`config.mk`:
```
export PLATFORM = sky130hd
export DESIGN_NAME = uart_transmitter
export DESIGN_NICKNAME = d
export VERILOG_FILES = /design/src/rtl/uart_transmitter.sv
export SDC_FILE = /design/constraint.sdc
export NUM_CORES = 1
export LEC_CHECK = 0
export BUFFER_PORTS_ARGS = -buffer_cell sky130_fd_sc_hd__clkbuf_2
export CORE_ASPECT_RATIO = 1.4
export CORE_MARGIN = 4
export CORE_UTILIZATION = 30
export CTS_CLUSTER_DIAMETER = 30
export CTS_CLUSTER_SIZE = 14
export DETAILED_ROUTE_END_ITERATION = 12
export PLACE_DENSITY = 0.45
export SYNTH_ARGS = -nofsm -noshare
export SYNTH_HDL_FRONTEND = slang
export SYNTH_SLANG_ARGS = --single-unit
```
`constraint.sdc`:
```
create_clock -name clk -period 6 [get_ports clk]
set_input_delay 0 -clock clk [delete_from_list [all_inputs] [get_ports clk]]
set_output_delay 0 -clock clk [all_outputs]
set_load 0.01 [all_outputs]
```
`src/rtl/uart_transmitter.sv`:
```
// UART transmitter: start bit, BITS_N data bits LSB first, optional parity, one stop bit.
// All outputs are registered; a word waiting when the stop bit ends is taken without an idle gap.
module uart_transmitter #(
    parameter int unsigned CLKS_PER_BIT = 50_000_000 / 115_200,
    parameter int unsigned BITS_N       = 8,
    parameter int unsigned PARITY_TYPE  = 0
) (
    input  logic              clk,
    input  logic              rst,
    input  logic [BITS_N-1:0] data_tx,
    input  logic              valid,
    output logic              ready,
    output logic              uart_out,
    output logic              baud_trigger
);

    localparam int unsigned CNT_W = (CLKS_PER_BIT > 1) ? $clog2(CLKS_PER_BIT) : 1;
    localparam int unsigned IDX_W = (BITS_N > 1) ? $clog2(BITS_N) : 1;
    localparam bit          PAR_EN  = (PARITY_TYPE == 1) || (PARITY_TYPE == 2);
    localparam bit          PAR_ODD = (PARITY_TYPE == 1);
    localparam logic [CNT_W-1:0] CNT_LAST = CNT_W'(CLKS_PER_BIT - 1);
    localparam logic [IDX_W-1:0] IDX_LAST = IDX_W'(BITS_N - 1);

    typedef enum logic [2:0] {
        S_IDLE   = 3'd0,
        S_START  = 3'd1,
        S_DATA   = 3'd2,
        S_PARITY = 3'd3,
        S_STOP   = 3'd4
    } state_t;

    state_t             state, state_n;
    logic [CNT_W-1:0]   cnt, cnt_n;
    logic [IDX_W-1:0]   idx, idx_n;
    logic [BITS_N-1:0]  shreg, shreg_n;
    logic               par, par_n;
    logic               bit_end;
    logic               uart_out_d;
    logic               ready_d;
    logic               baud_trigger_d;

    assign bit_end = (cnt == CNT_LAST);

    // State, datapath and output registers
    always_ff @(posedge clk or negedge rst) begin
        if (!rst) begin
            state        <= S_IDLE;
            cnt          <= '0;
            idx          <= '0;
            shreg        <= '0;
            par          <= 1'b0;
            uart_out     <= 1'b1;
            ready        <= 1'b1;
            baud_trigger <= 1'b0;
        end else begin
            state        <= state_n;
            cnt          <= cnt_n;
            idx          <= idx_n;
            shreg        <= shreg_n;
            par          <= par_n;
            uart_out     <= uart_out_d;
            ready        <= ready_d;
            baud_trigger <= baud_trigger_d;
        end
    end

    // Next-state and datapath update
    always_comb begin
        state_n = state;
        cnt_n   = cnt;
        idx_n   = idx;
        shreg_n = shreg;
        par_n   = par;
        case (state)
            S_IDLE: begin
                if (valid) begin
                    state_n = S_START;
                    cnt_n   = '0;
                    idx_n   = '0;
                    shreg_n = data_tx;
                    par_n   = (^data_tx) ^ PAR_ODD;
                end
            end
            S_START: begin
                if (bit_end) begin
                    state_n = S_DATA;
                    cnt_n   = '0;
                    idx_n   = '0;
                end else begin
                    cnt_n = cnt + CNT_W'(1);
                end
            end
            S_DATA: begin
                if (bit_end) begin
                    cnt_n   = '0;
                    shreg_n = shreg >> 1;
                    if (idx == IDX_LAST) begin
                        state_n = PAR_EN ? S_PARITY : S_STOP;
                    end else begin
                        idx_n = idx + IDX_W'(1);
                    end
                end else begin
                    cnt_n = cnt + CNT_W'(1);
                end
            end
            S_PARITY: begin
                if (bit_end) begin
                    state_n = S_STOP;
                    cnt_n   = '0;
                end else begin
                    cnt_n = cnt + CNT_W'(1);
                end
            end
            S_STOP: begin
                if (bit_end) begin
                    cnt_n = '0;
                    // Chain straight into the next start bit so frames abut exactly
                    if (valid) begin
                        state_n = S_START;
                        idx_n   = '0;
                        shreg_n = data_tx;
                        par_n   = (^data_tx) ^ PAR_ODD;
                    end else begin
                        state_n = S_IDLE;
                    end
                end else begin
                    cnt_n = cnt + CNT_W'(1);
                end
            end
            default: begin
                state_n = S_IDLE;
                cnt_n   = '0;
                idx_n   = '0;
            end
        endcase
    end

    // Output values for the next cycle, derived from the next state
    always_comb begin
        uart_out_d     = 1'b1;
        ready_d        = 1'b0;
        baud_trigger_d = 1'b0;
        case (state_n)
            S_IDLE:   ready_d    = 1'b1;
            S_START:  uart_out_d = 1'b0;
            S_DATA:   uart_out_d = shreg_n[0];
            S_PARITY: uart_out_d = par_n;
            default:  uart_out_d = 1'b1;
        endcase
        if (state_n != S_IDLE && cnt_n == CNT_LAST) begin
            baud_trigger_d = 1'b1;
        end
    end

endmodule

```
Word level (Yosys, flattened, before mapping) --
Cells that the tools add are included.
Operators by class: muxes and demuxes 27, bitwise gates (word level) 1, add/subtract/negate cells 2, eq/ne operators 14, reduce and logical (&&, ||, !) cells 9
Operators with widths (count):
- 3-bit two-way mux | 11
- 3-bit case mux with 5 select lines | 2
- 8-bit two-way mux | 3
- 8-bit case mux with 3 select lines | 1
- 9-bit == test (second input constant) | 2
- 9-bit two-way mux | 2
- 9-bit case mux with 2 select lines | 1
- 3-bit by 2-bit == test with 1-bit output (second input constant) | 4
- 9-bit by 1-bit adder with 9-bit output (second input constant) | 1
- 2-bit != test (second input constant) | 4
- 8-bit XOR reduction | 1
- 3-bit by 1-bit == test with 1-bit output (second input constant) | 2
- 3-bit == test (second input constant) | 2
- 3-bit logical NOT | 2
- 3-bit nonzero test | 2
- 1-bit two-way mux | 5
- 5-bit AND reduction | 1
- 4-bit OR reduction | 1
- 3-bit by 1-bit adder with 3-bit output (second input constant) | 1
- 1-bit case mux with 3 select lines | 1
- 3-bit AND reduction | 1
- 1-bit case mux with 2 select lines | 1
- 1-bit logical AND | 1
- 1-bit NOT | 1
Word-level totals: input port bits 11, logic and storage cells 62, output and inout bits 3, register bits 27

Logic depth before layout (Yosys ltp) --
depth in word-level cells 7, gate-level depth with buffers 9, gate-level depth less buffers 7

Least setup slack after synthesis --
Ideal clock, no wire load.
path kind reg2reg, start point register cnt[1], end point register uart_out, arrival 2.030 ns, setup slack 3.884 ns, clock period less this slack 2.116 ns, stages on the path, launching flop included 10, buffers on the path 2, path through dfrtp_1 inv_1 ha_1 or4b_4 buf_6 o21ai_4 and3_1 buf_6 mux2_4 o2bb2ai_1
On the way: elaborated cells between the ends (all ways) 15
RTL lines:
- start: declaration | line 33 | logic [CNT_W-1:0] cnt, cnt_n;
- start signal: assignment | line 57 | cnt <= cnt_n;
- 9-bit == test | line 42 | assign bit_end = (cnt == CNT_LAST);
- 1-bit two-way mux | line 115 | if (bit_end) begin
- 1-bit case mux with 2 select lines | line 74 | case (state)
- named net par_n | line 36 | logic par, par_n;
- 1-bit case mux with 3 select lines | line 143 | case (state_n)
- named net uart_out_d | line 38 | logic uart_out_d;
- end signal: assignment | line 61 | uart_out <= uart_out_d;
- end: declaration | line 13 | output logic uart_out,
The timed path passes the listed nets, and every way through them passes these cells. The select of a mux whose other input is x is not followed. A chain may end at the register's enable or synchronous reset.

Worst setup path in the final report --
start point register cnt[1], end point register baud_trigger
On the way: cells in the longest elaborated chain, start to end 6, elaborated cells between the ends (all ways) 14
Ends and longest elaborated chain:
- 9-bit by 1-bit adder with 9-bit output or 9-bit == test (tied branches)
- 9-bit two-way mux *
- 9-bit case mux with 2 select lines * | line 74
- named net cnt_n[7] | line 33
- 9-bit == test * | line 150 | if (state_n != S_IDLE && cnt_n == CNT_LAST) begin
- 1-bit logical AND * | line 150
- 1-bit two-way mux * | line 150
- named net baud_trigger_d | line 40 | logic baud_trigger_d;
- end signal: assignment | line 63 | baud_trigger <= baud_trigger_d;
- end: declaration | line 14 | output logic baud_trigger
The timed path passes the listed nets; every way through them passes the cells marked *.

==> qor.csv <==
stage;metric;value;unit
min_path;min-delay src;data_tx[5];
sta;fin crit period;2.31;ns
place;IO Port Bufs;13;
global_routing;GRT Total Usage;12.0;%
cts;TritonCTS clock tree;built;
drt;vias per inst;5.40;
cts;cts bufs inserted;3;
cts;clock sink count;27;
power_and_ir_drop;maximum vdd drop;131;uV
drt;DR iter-0 viols;90;
critical_path;Reg2Reg Depth;7;
die;die area;7090;um2
cts;clock root buffer;clkbuf_8;
min_path;hold depth;3;
drt;Detail Route Antenna Nets;0;
critical_path;kind of critical path;register to register;
power_and_ir_drop;Tot Pwr;0.664;mW
power_and_ir_drop;sw power;0.265;mW
power_and_ir_drop;Gate power share;34.3;%
min_path;Worst Hold Path EP;shreg[5];
synth;Yosys cell types;62;
synth;ys async rst share;100;%
cts;Clock Path Buffers;2;
critical_path;reg2reg start;cnt[1];
synth;Post-Synthesis Cells;181;
sta;fmax;433;MHz
synth;Syn. warnings;0;
cts;Skew-Pair Late Insertion Delay;0.28;ns
status;status;complete, no violations;
global_routing;largest net degree at the start of global routing;28;
cts;CTS resizes;0;
final_layout;layout net count;207;
global_routing;first-pass GRT wire length;6800;um
drt;wire per inst;15.7;um
sta;setup_tns;0;ns
sta;Least-Margin Pin Slew;0.761;ns
synth;Synth Area per Inst;9.60;um2
drt;DRC violations left;0;
critical_path;Worst Setup Start Kind;register;
global_routing;antenna violations before repair;0;
die;Core Region;5570;um2
sta;Hold Fails Final Rpt;0;
synth;Synth Cell Area;1740;um2
sta;fin. max-slew vios;0;
global_routing;total global routing overflow;0;
synth;Synth Net Count;196;
die;Initial Utilization;31.2;%
sta;# setup viols final;0;
run;Max-Cap Viols;0;
cts;clock transition at the registers of the reported paths;0.10;ns
final_layout;most frequent cells in the layout;dfrtp_1 (25), o21ai_0 (16), clkbuf_2 (13);
critical_path;register-to-register setup slack;3.69;ns
die;FP Rows;32;
power_and_ir_drop;Internal;0.398;mW
synth;sequential element share of the synthesized area;39.0;%
die;Ports;14;
synth;Area contributors post-synth;dfrtp_1 (36%), o21ai_0 (4.6%), a22oi_1 (3.0%), dfstp_2 (3.0%), xnor2_1 (3.0%);
sta;RSZ-0062 raised after global routing;no;
final_layout;layout cell share with drive strength beyond 1;16.8;%
power_and_ir_drop;Sequential Power Share;49.6;%
sta;post-route clock period utilization;38.5;%
synth;Most used DFF post-synth;dfrtp_1;
power_and_ir_drop;switching part of the total;40.0;%
power_and_ir_drop;Leakage;0.804;nW
cts;CTS H-Tree Depth;1;
critical_path;reg-to-reg critical path endpoint;baud_trigger;
critical_path;CP arrival;2.47;ns
die;die height;98.1;um
final_layout;commonest non-fill, non-tap cell in the layout;dfrtp_1;
min_path;Hold Path Class;input pin to register;
synth;post-synth top area cell;dfrtp_1;
cts;post-CTS setup buffer count;0;
place;Post-DP HPWL;2970;um
drt;Vias;1398;
drt;drt first pass iters;4;
power_and_ir_drop;Pwr Density;347;nW/um2
sta;Max-Slew Margin vs Limit;48.8;%
power_and_ir_drop;clock network power share;16.1;%
sta;clock skew;0.00280;ns
die;chip width;72.3;um
global_routing;vias in the first global route;1407;
critical_path;Required @ worst endpoint;6.16;ns
critical_path;kind of end point of the critical path;register;
final_layout;Fillers;575;
cts;Hold-fix buffers, CTS;5;
final_layout;Area Growth Syn to Fin;10.2;%
final_layout;Inserted Diodes;0;
place;GPL Wtd Cong;0.799;
critical_path;CP max FO;14;
synth;share of Yosys cell area claimed by the top area cell type;36.0;%
synth;count of flip-flops with a built-in enable after synthesis;0;
synth;Synth Register Bits;27;
drt;WL final;4070;um
[synth_stat cells (all sizes together), types with 2 or more instances]
cell and number:
a21o 2, a21oi 7, a22oi 7, a31oi 2, a32oi 2, and2 2, and3 6, and4 2
buf 6, clkbuf 6, dfrtp 25, dfstp 2, ha 4, inv 10, mux2 5, nand2 12
nand2b 2, nand3 2, nand4 2, nor2 10, nor2b 2, nor3 2, nor4 3, nor4b 2
o21ai 18, o31ai 4, o32ai 2, or2 2, or3b 2, xnor2 6, xor2 3
[sequential cells by signal, indices dropped and copies added (netlist names)]
name,flops
baud_trigger,1
par,1
uart_out,1
ready,1
shreg,8
cnt,9
idx,3
state,3
[through the flow]
stage          cell area, um2  setup WS (ns)  hold WS [ns]  std cells  utilization (%)
2_1_floorplan            1740           3.88        -0.296        181                -
3_3_place_gp             1820           3.72        0.0880        250             32.7
3_5_place_dp             1820           3.71        0.0989        250             32.7
4_1_cts                  1910           3.70       0.00654        259             34.4
5_1_grt                  1910           3.53       0.00655        259             34.4
6_report                 1910           3.69       0.00234        259             34.4
[layout make-up]
class | instances | area [um2] | area share, %
sequential | 27 | 678 | 35.4
inverter | 10 | 37.5 | 1.96
timing repair buffer | 18 | 115 | 6.01
clock buffer | 3 | 41.3 | 2.16
multi-input combinational | 132 | 952 | 49.7
tap | 68 | 85.1 | 4.44
clock inverter | 1 | 5.00 | 0.261
[routing by layer]
metal | share of wire [%] | wire length (um) | track usage [%] | vias to the layer above
met4 | 1.4 | 57 | 4.34 | 0
met3 | 3.0 | 121 | 1.65 | 6
met1 | 43 | 1740 | 14.7 | 686
met2 | 53 | 2150 | 21.0 | 21
met5 | 0 | 0 | 0 | -
li1 | - | - | - | 685
[kinds of logic (layout without fill, tap and decap cells)]
kind of cell	after synthesis	in the layout	share of synthesized area, %
buffers and inverters	22	32	6.19
adder cells (fa/ha/maj)	4	4	2.88
AND/OR/NAND/NOR	56	56	19.3
XOR/XNOR	9	9	4.54
AO/OA/AOI/OAI	58	58	24.6
flip-flops	27	27	39.0
multiplexers	5	5	3.46
[worst max-delay path: stages, from the launching register on]
cell	delay, ns
dfrtp_1	0.43
inv_1	0.09
ha_1	0.13
or4b_4	0.55
o211ai_2	0.54
a22oi_1	0.22
o311ai_1	0.15
nor4_1	0.08
[power by group through the flow]
| stage | sequential (mW) | clock (mW) | combinational [mW] |
|---|---|---|---|
| 3_5_place_dp | 0.331 | 0 | 0.227 |
| 6_report | 0.329 | 0.107 | 0.228 |
| 2_1_floorplan | 0.291 | 0 | 0.212 |
| 5_1_grt | 0.339 | 0.122 | 0.258 |
| 3_3_place_gp | 0.329 | 0 | 0.224 |
| 4_1_cts | 0.328 | 0.112 | 0.230 |
[how the worst max path moves through the flow]
stage / from / endpoint
floorplan: cnt[1] / uart_out
global placement: cnt[1] / uart_out
detailed placement: cnt[1] / idx[1]
CTS: cnt[1] / idx[1]
global route: cnt[0] / baud_trigger
finish: cnt[1] / baud_trigger
(Power assumes the default switching activity.)
